$ cat config.mk
export PLATFORM = sky130hd
export DESIGN_NAME = adc_capture_ctrl
export DESIGN_NICKNAME = d
export VERILOG_FILES = /design/src/rtl/adc_capture_pkg.sv /design/src/rtl/adc_sample_fifo.sv /design/src/rtl/adc_capture_ctrl.sv
export SDC_FILE = /design/constraint.sdc
export NUM_CORES = 1
export LEC_CHECK = 0
export CELL_PAD_IN_SITES_DETAIL_PLACEMENT = 0
export CELL_PAD_IN_SITES_GLOBAL_PLACEMENT = 1
export CORE_ASPECT_RATIO = 1.5
export CORE_UTILIZATION = 45
export CTS_BUF_LIST = sky130_fd_sc_hd__clkbuf_8
export DETAILED_ROUTE_END_ITERATION = 6
export GPL_TIMING_DRIVEN = 0
export PLACE_DENSITY_LB_ADDON = 0.1
export SYNTH_ARGS = -nofsm -noshare
export SYNTH_HDL_FRONTEND = slang
export SYNTH_SLANG_ARGS = --single-unit
$ cat constraint.sdc
create_clock -name clk -period 5.3 [get_ports clk]
set_input_delay 0.795 -clock clk [delete_from_list [all_inputs] [get_ports clk]]
set_output_delay 0.795 -clock clk [all_outputs]
set_load 0.1 [all_outputs]
$ cat src/rtl/adc_capture_pkg.sv
// Shared types and helpers for the ADC capture sequencer.
package adc_capture_pkg;

    localparam int ADC_W = 12;
    localparam logic [ADC_W-1:0] ADC_MID = 12'd2048;

    typedef enum logic [1:0] {
        IDLE,
        ARMED,
        CAPTURE,
        DRAIN
    } cap_state_t;

    // Distance from mid-scale; 0 maps to 2048 and 4095 to 2047, so no wrap.
    function automatic logic [ADC_W-1:0] abs_dev(input logic [ADC_W-1:0] s);
        return (s >= ADC_MID) ? (s - ADC_MID) : (ADC_MID - s);
    endfunction

endpackage

$ cat src/rtl/adc_sample_fifo.sv
// First-word-fall-through sample buffer with synchronous flush.
module adc_sample_fifo #(
    parameter int WIDTH = 13,
    parameter int DEPTH = 16
) (
    input  logic                     clk,
    input  logic                     rst,
    input  logic                     flush,
    input  logic                     wr_en,
    input  logic [WIDTH-1:0]         wr_data,
    input  logic                     rd_en,
    output logic [WIDTH-1:0]         rd_data,
    output logic                     valid,
    output logic                     full,
    output logic [$clog2(DEPTH):0]   count
);

    localparam int PTR_W = $clog2(DEPTH);

    logic [WIDTH-1:0] mem [DEPTH];
    logic [PTR_W-1:0] wr_ptr;
    logic [PTR_W-1:0] rd_ptr;
    logic             do_wr;
    logic             do_rd;

    assign valid   = (count != '0);
    assign full    = (count == (PTR_W+1)'(DEPTH));
    assign do_rd   = rd_en && valid;
    // A write into a full buffer is legal only when a word leaves in the same cycle.
    assign do_wr   = wr_en && (!full || do_rd);
    assign rd_data = valid ? mem[rd_ptr] : '0;

    always_ff @(posedge clk or posedge rst) begin
        if (rst) begin
            wr_ptr <= '0;
            rd_ptr <= '0;
            count  <= '0;
        end else if (flush) begin
            wr_ptr <= '0;
            rd_ptr <= '0;
            count  <= '0;
        end else begin
            if (do_wr) wr_ptr <= wr_ptr + PTR_W'(1);
            if (do_rd) rd_ptr <= rd_ptr + PTR_W'(1);
            case ({do_wr, do_rd})
                2'b10:   count <= count + (PTR_W+1)'(1);
                2'b01:   count <= count - (PTR_W+1)'(1);
                default: count <= count;
            endcase
        end
    end

    always_ff @(posedge clk) begin
        if (do_wr && !flush) mem[wr_ptr] <= wr_data;
    end

endmodule

$ cat src/rtl/adc_capture_ctrl.sv
// Triggered window capture of the ADC sample stream into a valid/ready output.
// Optional arm timeout enabled by defining ADC_CAPTURE_TIMEOUT_EN.
module adc_capture_ctrl
    import adc_capture_pkg::*;
#(
    parameter int          LEN_W       = 16,
    parameter int          FIFO_DEPTH  = 16,
    parameter logic [31:0] TIMEOUT_CYC = 32'd81_360_000
) (
    input  logic             clk,
    input  logic             rst,
    input  logic             adc_data_en,
    input  logic [ADC_W-1:0] adc_data,
    input  logic             cmd_valid,
    output logic             cmd_ready,
    input  logic [LEN_W-1:0] cmd_len,
    input  logic [ADC_W-1:0] cmd_thresh,
    input  logic             abort,
    output logic             m_valid,
    input  logic             m_ready,
    output logic [ADC_W-1:0] m_data,
    output logic             m_last,
    output logic             busy,
    output logic             done,
    output logic             overflow,
    output logic             timeout
);

    localparam int CNT_W = $clog2(FIFO_DEPTH) + 1;

    cap_state_t       state;
    logic [LEN_W-1:0] rem;
    logic [ADC_W-1:0] thr;
`ifdef ADC_CAPTURE_TIMEOUT_EN
    logic [31:0]      tmr;
`endif

    logic             flush;
    logic             trig;
    logic             sample_in;
    logic             last_tag;
    logic             pop;
    logic             can_push;
    logic             push;
    logic             drop;
    logic             drain_done;
    logic             fifo_valid;
    logic             fifo_full;
    logic [CNT_W-1:0] fifo_count;
    logic [ADC_W:0]   fifo_dout;

    assign cmd_ready = (state == IDLE);
    assign busy      = (state != IDLE);
    assign m_valid   = fifo_valid;
    assign m_data    = fifo_dout[ADC_W-1:0];
    assign m_last    = fifo_dout[ADC_W];

    assign flush      = abort && (state != IDLE);
    assign trig       = (state == ARMED) && adc_data_en && (abs_dev(adc_data) >= thr);
    // Abort beats any same-cycle trigger or push.
    assign sample_in  = !flush && (trig || ((state == CAPTURE) && adc_data_en));
    assign last_tag   = (rem == LEN_W'(1));
    assign pop        = fifo_valid && m_ready;
    assign can_push   = !fifo_full || pop;
    assign push       = sample_in && can_push;
    assign drop       = sample_in && !can_push;
    assign drain_done = (fifo_count == '0) || ((fifo_count == CNT_W'(1)) && pop);

    adc_sample_fifo #(
        .WIDTH (ADC_W + 1),
        .DEPTH (FIFO_DEPTH)
    ) u_fifo (
        .clk     (clk),
        .rst     (rst),
        .flush   (flush),
        .wr_en   (push),
        .wr_data ({last_tag, adc_data}),
        .rd_en   (pop),
        .rd_data (fifo_dout),
        .valid   (fifo_valid),
        .full    (fifo_full),
        .count   (fifo_count)
    );

    always_ff @(posedge clk or posedge rst) begin
        if (rst) begin
            state    <= IDLE;
            rem      <= '0;
            thr      <= '0;
            done     <= 1'b0;
            overflow <= 1'b0;
`ifdef ADC_CAPTURE_TIMEOUT_EN
            timeout  <= 1'b0;
            tmr      <= '0;
`endif
        end else begin
            done <= 1'b0;
            if (drop) overflow <= 1'b1;
            if (flush) begin
                state <= IDLE;
            end else begin
                case (state)
                    IDLE: begin
                        if (cmd_valid) begin
                            rem      <= cmd_len;
                            thr      <= cmd_thresh;
                            overflow <= 1'b0;
`ifdef ADC_CAPTURE_TIMEOUT_EN
                            timeout  <= 1'b0;
                            tmr      <= '0;
`endif
                            if (cmd_len == '0) done  <= 1'b1;
                            else               state <= ARMED;
                        end
                    end
                    ARMED: begin
                        if (trig) begin
                            rem   <= rem - LEN_W'(1);
                            state <= last_tag ? DRAIN : CAPTURE;
                        end
`ifdef ADC_CAPTURE_TIMEOUT_EN
                        else if (tmr == TIMEOUT_CYC - 32'd1) begin
                            timeout <= 1'b1;
                            state   <= IDLE;
                        end else begin
                            tmr <= tmr + 32'd1;
                        end
`endif
                    end
                    CAPTURE: begin
                        if (adc_data_en) begin
                            rem <= rem - LEN_W'(1);
                            if (last_tag) state <= DRAIN;
                        end
                    end
                    DRAIN: begin
                        if (drain_done) begin
                            done  <= 1'b1;
                            state <= IDLE;
                        end
                    end
                    default: state <= IDLE;
                endcase
            end
        end
    end

`ifndef ADC_CAPTURE_TIMEOUT_EN
    assign timeout = 1'b0;
`endif

endmodule

==> results of run 1 <==
-- synthesized netlist by cell type (2+ instances only) --
| cell type | count |
|---|---|
| a21o_1 | 2 |
| o21ai_0 | 25 |
| buf_4 | 3 |
| buf_1 | 2 |
| nor3b_1 | 4 |
| dfrtp_1 | 45 |
| nor3_1 | 13 |
| and2_1 | 20 |
| nand2b_1 | 5 |
| clkbuf_1 | 16 |
| mux2_2 | 13 |
| and4_1 | 2 |
| mux2i_1 | 5 |
| o221a_2 | 2 |
| nor4_1 | 16 |
| and3_1 | 8 |
| o22ai_1 | 10 |
| xnor2_1 | 4 |
| mux4_2 | 65 |
| o211ai_1 | 2 |
| o31ai_1 | 2 |
| nand3_1 | 14 |
| a21oi_1 | 34 |
| nor2_1 | 33 |
| buf_2 | 13 |
| or3_1 | 3 |
| inv_1 | 31 |
| nand4_1 | 4 |
| edfxtp_1 | 208 |
| a31oi_1 | 3 |
| xor2_1 | 9 |
| ha_1 | 29 |
| nand2_1 | 29 |
| o32ai_1 | 2 |
-- routing by layer --
metal / vias to the layer above / wire (µm) / GRT usage [%]
met2: 174 / 14550 / 39.58
met3: 44 / 1150 / 3.342
li1: 2991 / - / -
met1: 3330 / 9251 / 23.70
met5: - / 0 / 0
met4: 0 / 560 / 6.641
-- flip-flops by register name (all words and copies together), names as in the netlist --
name / cells
rem: 16
u_fifo.wr_ptr: 4
u_fifo.count: 5
u_fifo.rd_ptr: 4
state: 2
thr: 12
overflow: 1
done: 1
u_fifo.mem: 208
-- cell families (layout without fill, tap and decap cells) --
kind of cell / Yosys count / count (layout) / synth area share (%)
AOI/OAI and AO/OA: 90 / 90 / 4.848
xor gates and xnor gates: 13 / 13 / 1.014
adders and majority gates: 29 / 29 / 3.232
buffers and inverters: 65 / 218 / 2.418
DFF: 253 / 253 / 65.66
muxes: 83 / 83 / 14.79
other: 1 / 1 / 0.03340
and+or+nand+nor: 163 / 163 / 8.002
-- report_power, final --
group	internal, mW	total, mW	switching [mW]
logic	1.01	2.76	1.75
clock network	0.749	1.48	0.734
registers	2.32	2.48	0.154
total	4.08	6.72	2.64
-- worst max-delay path, cell delays in order --
cell	delay, ns
clkdlybuf4s50_1	0.77
nor3_1	0.54
a21oi_1	0.14
xor2_1	0.17
ha_1	0.33
nand4_1	0.15
nor4_2	0.32
a21oi_1	0.16
a21oi_4	0.31
nand2_1	0.17
clkbuf_1	0.34
nor4_2	0.44
buf_4	0.26
buf_4	0.19
-- cell type report --
class / instances / share of cell area, %
timing repair buffer: 81 / 6.012
clock inverter: 29 / 0.9278
multi-input combinational: 379 / 27.68
buffer: 34 / 1.174
inverter: 31 / 0.8804
tap: 324 / 3.067
clock buffer: 43 / 4.478
sequential: 253 / 55.78
-- per-stage QoR --
step / std cells / hold slack (ns)
finish: 1174 / 0.5046
global route: 1174 / 0.5142
CTS: 1173 / 0.4895
detailed placement: 1101 / 0.4894
global placement: 1084 / 0.4833
floorplan: 697 / 0.4794
-- path summary, 6_finish.rpt --
path | from | endpoint | slack, ns | cells past startpoint
setup / recovery | adc_data[6] | u_fifo.mem[3][1] | 0.44 | 14
setup reg to reg | state[0] | u_fifo.mem[3][1] | 1.94 | 11
min in group asynchronous | rst | u_fifo.wr_ptr[0] | 0.52 | 2
hold reg to reg | overflow | overflow | 0.50 | 1
hold / removal | overflow | overflow | 0.50 | 1
max in group asynchronous | rst | u_fifo.rd_ptr[1] | 4.30 | 3
==> flow_summary.json, run 1 <==
{
  "status": "completed",
  "path_clk_slew_ns": 0.06,
  "numCtsBuffers": 39,
  "max_freq_mhz": 205.9,
  "place_hpwl_um": 18090,
  "wl_per_cell_um": 21.73,
  "grt_use_total_pct": 21.03,
  "power.density_mw_per_mm2": 508.3,
  "peakVddDrop_v": 0.0004650,
  "worstPathMaxFanout": 20,
  "start_util_pct": 45.94,
  "dieArea_mm2": 0.02560,
  "path_class": "input port to flip-flop",
  "clock_path_buffers": 3,
  "drv_cap": 0,
  "cts_sinks": 253,
  "fin_nets": 894,
  "finalInstanceArea_mm2": 0.01322,
  "floorplan.die.width_um": 131.0,
  "core-area_mm2": 0.02444,
  "cts_tree": "done",
  "async_flop_share_pct": 17.79,
  "synth-seq-cells": 253,
  "synthFlopType": "edfxtp_1",
  "yosysTopAreaCell": "edfxtp_1",
  "finalCritPeriodShare_pct": 91.62,
  "antenna_cells": 0,
  "skew_ns": 0.02829,
  "syn_avg_cell_area_um2": 16.11,
  "overflow": 0,
  "antenna_found_initial": 0,
  "rsz0062_at_grt": "no",
  "report.final.slew_viol_count": 0,
  "syn-instance-count": 697,
  "hold_buffers": 0,
  "setup_viol": 0,
  "grt_max_degree": 37,
  "drt_iter0_drc": 506,
  "gp_congestion": 0.8036,
  "ant_nets": 0,
  "cp.arrival_ns": 5.10,
  "htreeDepth": 2,
  "synth_area_mm2": 0.01123,
  "final_util_pct": 54.09,
  "grt_pass1_wl_um": 38920,
  "fin_total_pwr_mw": 6.717,
  "vias": 6539,
  "placed_area_mm2": 0.01245,
  "grt_pass1_vias": 6824,
  "layout.area.seq_mm2": 0.007372,
  "hold_violations": 0,
  "io_pins": 65,
  "dp_slack_ns": -0.7923,
  "synth-edff-count": 208,
  "cp-end-kind": "flip-flop",
  "fill_cells": 2026,
  "routed_wirelength_um": 25510,
  "post-cts-setup-buffers": 0,
  "synth_area_leaders": "edfxtp_1 56%, mux4_2 13%, dfrtp_1 10%",
  "crit_path_start_kind": "input port",
  "first_pass_iters": 4,
  "final_cell_mix": "208 x edfxtp_1, 65 x mux4_2, 58 x clkdlybuf4s50_1, 46 x inv_1, 45 x dfrtp_1",
  "cp.required_ns": 5.55,
  "areaGrowthSynthToFinish_pct": 17.72,
  "tightest_slew_ns": 0.9805,
  "hp-class": "flip-flop to flip-flop",
  "leakagePower_nw": 4.621,
  "yosysSeqAreaShare_pct": 65.66,
  "ys_warn_count": 0,
  "route.detailed.drc": 0,
  "synth.distinct_cells": 55,
  "tns_ns": 0,
  "die_h_um": 195.5,
  "multi_input_area_mm2": 0.003659,
  "clk_latency_ns": 0.55,
  "syn-num-nets": 772,
  "io_buffers": 63,
  "drive_gt1_share_pct": 21.76,
  "cts-resized-gates": 2,
  "via_per_inst": 5.570,
  "final.min_clock_period_ns": 4.856,
  "relSlewSlack_pct": 34.43,
  "cts_root_buf": "clkbuf_8",
  "core.rowCount": 70,
  "worst_slack_ns": 0.4440,
  "final_common_cell": "edfxtp_1",
  "synth_top_area_share_pct": 55.63
}
(Power assumes the default switching activity.)
==> run 2: changes to the inputs <==
--- a/config.mk
+++ b/config.mk
@@ -5,6 +5,7 @@
 export SDC_FILE = /design/constraint.sdc
 export NUM_CORES = 1
 export LEC_CHECK = 0
+export CAP_MARGIN = 20
 export CELL_PAD_IN_SITES_DETAIL_PLACEMENT = 0
 export CELL_PAD_IN_SITES_GLOBAL_PLACEMENT = 1
 export CORE_ASPECT_RATIO = 1.5
==> flow_summary.json, run 2 (synthesis results as in run 1) <==
{
  "path_clk_slew_ns": 0.06,
  "via_per_inst": 5.594,
  "final_cell_mix": "208 x edfxtp_1, 65 x mux4_2, 58 x clkdlybuf4s50_1, 45 x dfrtp_1, 40 x clkbuf_8",
  "grt_pass1_vias": 6884,
  "report.final.slew_viol_count": 0,
  "finalCritPeriodShare_pct": 91.49,
  "routed_wirelength_um": 25630,
  "rsz0062_at_grt": "no",
  "tightest_slew_ns": 0.9820,
  "place_hpwl_um": 18140,
  "slowest_delay_ns": 0.75,
  "fin_nets": 897,
  "antenna_found_initial": 1,
  "vias": 6551,
  "areaGrowthSynthToFinish_pct": 18.18,
  "grt_max_degree": 37,
  "io_buffers": 63,
  "largest_register": "u_fifo.mem",
  "worst_slack_ns": 0.4511,
  "cpMaxStageDelayCell": "clkdlybuf4s50_1",
  "crit_chain": "clkdlybuf4s50_1, nor2_1, nand3_1, nor3_1, nor2_1, xor2_1, ha_1, nand4_1, nor4_2, a21oi_1, a21oi_4, nand2_1, clkbuf_1, nor4_2, buf_4, buf_4",
  "hp-class": "input port to asynchronous set/reset pin",
  "cp.arrival_ns": 5.09,
  "hold_violations": 0,
  "start_util_pct": 45.94,
  "ant_nets": 0,
  "floorplan.die.width_um": 131.0,
  "cp.required_ns": 5.54,
  "dp_slack_ns": -0.4923,
  "wl_per_cell_um": 21.89,
  "skew_ns": 0.02333,
  "dieArea_mm2": 0.02560,
  "drive_gt1_share_pct": 22.20,
  "drt_iter0_drc": 477,
  "grt_use_total_pct": 21.27,
  "cts_root_buf": "clkbuf_8",
  "gp_congestion": 0.8036,
  "final_util_pct": 54.30,
  "relSlewSlack_pct": 34.33,
  "peakVddDrop_v": 0.0004432,
  "max_freq_mhz": 206.2,
  "crit_path_start_kind": "input port",
  "clk_latency_ns": 0.55,
  "final_common_cell": "edfxtp_1",
  "leakagePower_nw": 4.614,
  "htreeDepth": 2,
  "core-area_mm2": 0.02444,
  "cp-end-kind": "flip-flop",
  "final.min_clock_period_ns": 4.849,
  "power.density_mw_per_mm2": 514.7,
  "path_class": "input port to flip-flop",
  "reg_top3": "u_fifo.mem x208, rem x16, thr x12",
  "numCtsBuffers": 39,
  "grt_pass1_wl_um": 39150,
  "core.rowCount": 70,
  "io_pins": 65,
  "setup_viol": 0,
  "route.detailed.drc": 0,
  "status": "completed",
  "antenna_cells": 0,
  "first_pass_iters": 4,
  "die_h_um": 195.5,
  "cts_sinks": 253,
  "cts_tree": "done",
  "worstPathMaxFanout": 19,
  "overflow": 0,
  "largest_reg_flops": 208,
  "clock_path_buffers": 3,
  "drv_cap": 0,
  "post-cts-setup-buffers": 0
}
-- run 2: cell types whose count changed in the layout (fill, tap and decap cells not counted), moves of 4 or more --
cell / previous run / this run
inv_1: 46 / 37
clkinv_1: 7 / 11
and2_1: 20 / 16
and2_2: 0 / 4
-- run 2: cell type report --
type	instances	area, µm²
clock buffer	40	550.5
tap	324	405.4
inverter	31	116.4
clock inverter	26	191.4
buffer	34	155.1
timing repair buffer	84	820.8
sequential	253	7372
multi-input combinational	379	3656
fill	1991	11170
-- run 2: worst paths after layout --
check,start,endpoint,slack [ns],cells past startpoint
worst max-delay path,adc_data[5],u_fifo.mem[3][2],0.45,16
worst max register to register,state[0],u_fifo.mem[3][2],1.90,11
worst min-delay path,rst,u_fifo.count[2],0.51,2
max in group asynchronous,rst,u_fifo.rd_ptr[1],4.31,3
worst min register to register,thr[4],thr[4],0.51,1
min in group clk,thr[4],thr[4],0.51,1
-- run 2: worst max-delay path, delay by kind of cell --
kind / cells / cell delay, ns
AO/OA/AOI/OAI: 2 / 0.46
XOR/XNOR: 1 / 0.17
AND/OR/NAND/NOR: 8 / 1.77
adder cells (fa/ha/maj): 1 / 0.32
buffers and inverters: 4 / 1.54
-- run 2: what timing repair did --
action                                  4_1_cts  5_1_grt
resized for setup                             0       11
hold buffers                                  0        0
endpoints found under the setup margin        0      125
-- run 2: metrics by stage --
stage / hold slack, ns / setup TNS, ns / instances / area (µm²) / total power [mW]
4_1_cts: 0.4838 / 0 / 1171 / 13230 / 6.902
3_5_place_dp: 0.4934 / -53.71 / 1105 / 12490 / 5.302
5_1_grt: 0.5163 / 0 / 1171 / 13270 / 7.170
6_report: 0.5053 / 0 / 1171 / 13270 / 6.829
2_1_floorplan: 0.4794 / 0 / 697 / 11230 / 4.564
3_3_place_gp: 0.4833 / -275.11 / 1084 / 12260 / 5.225
-- run 2: per-layer routing --
layer | wire length [µm] | vias up | GRT usage (%)
met5 | 0 | - | 0
met4 | 754 | 0 | 7.748
met3 | 1032 | 51 | 3.699
met2 | 14500 | 182 | 39.68
met1 | 9347 | 3329 | 23.63
li1 | - | 2989 | -
-- run 2: report_power, final --
group	switching (mW)	internal [mW]	total, mW
clock	0.741	0.848	1.59
combinational	1.75	1.01	2.76
sequential	0.156	2.32	2.48
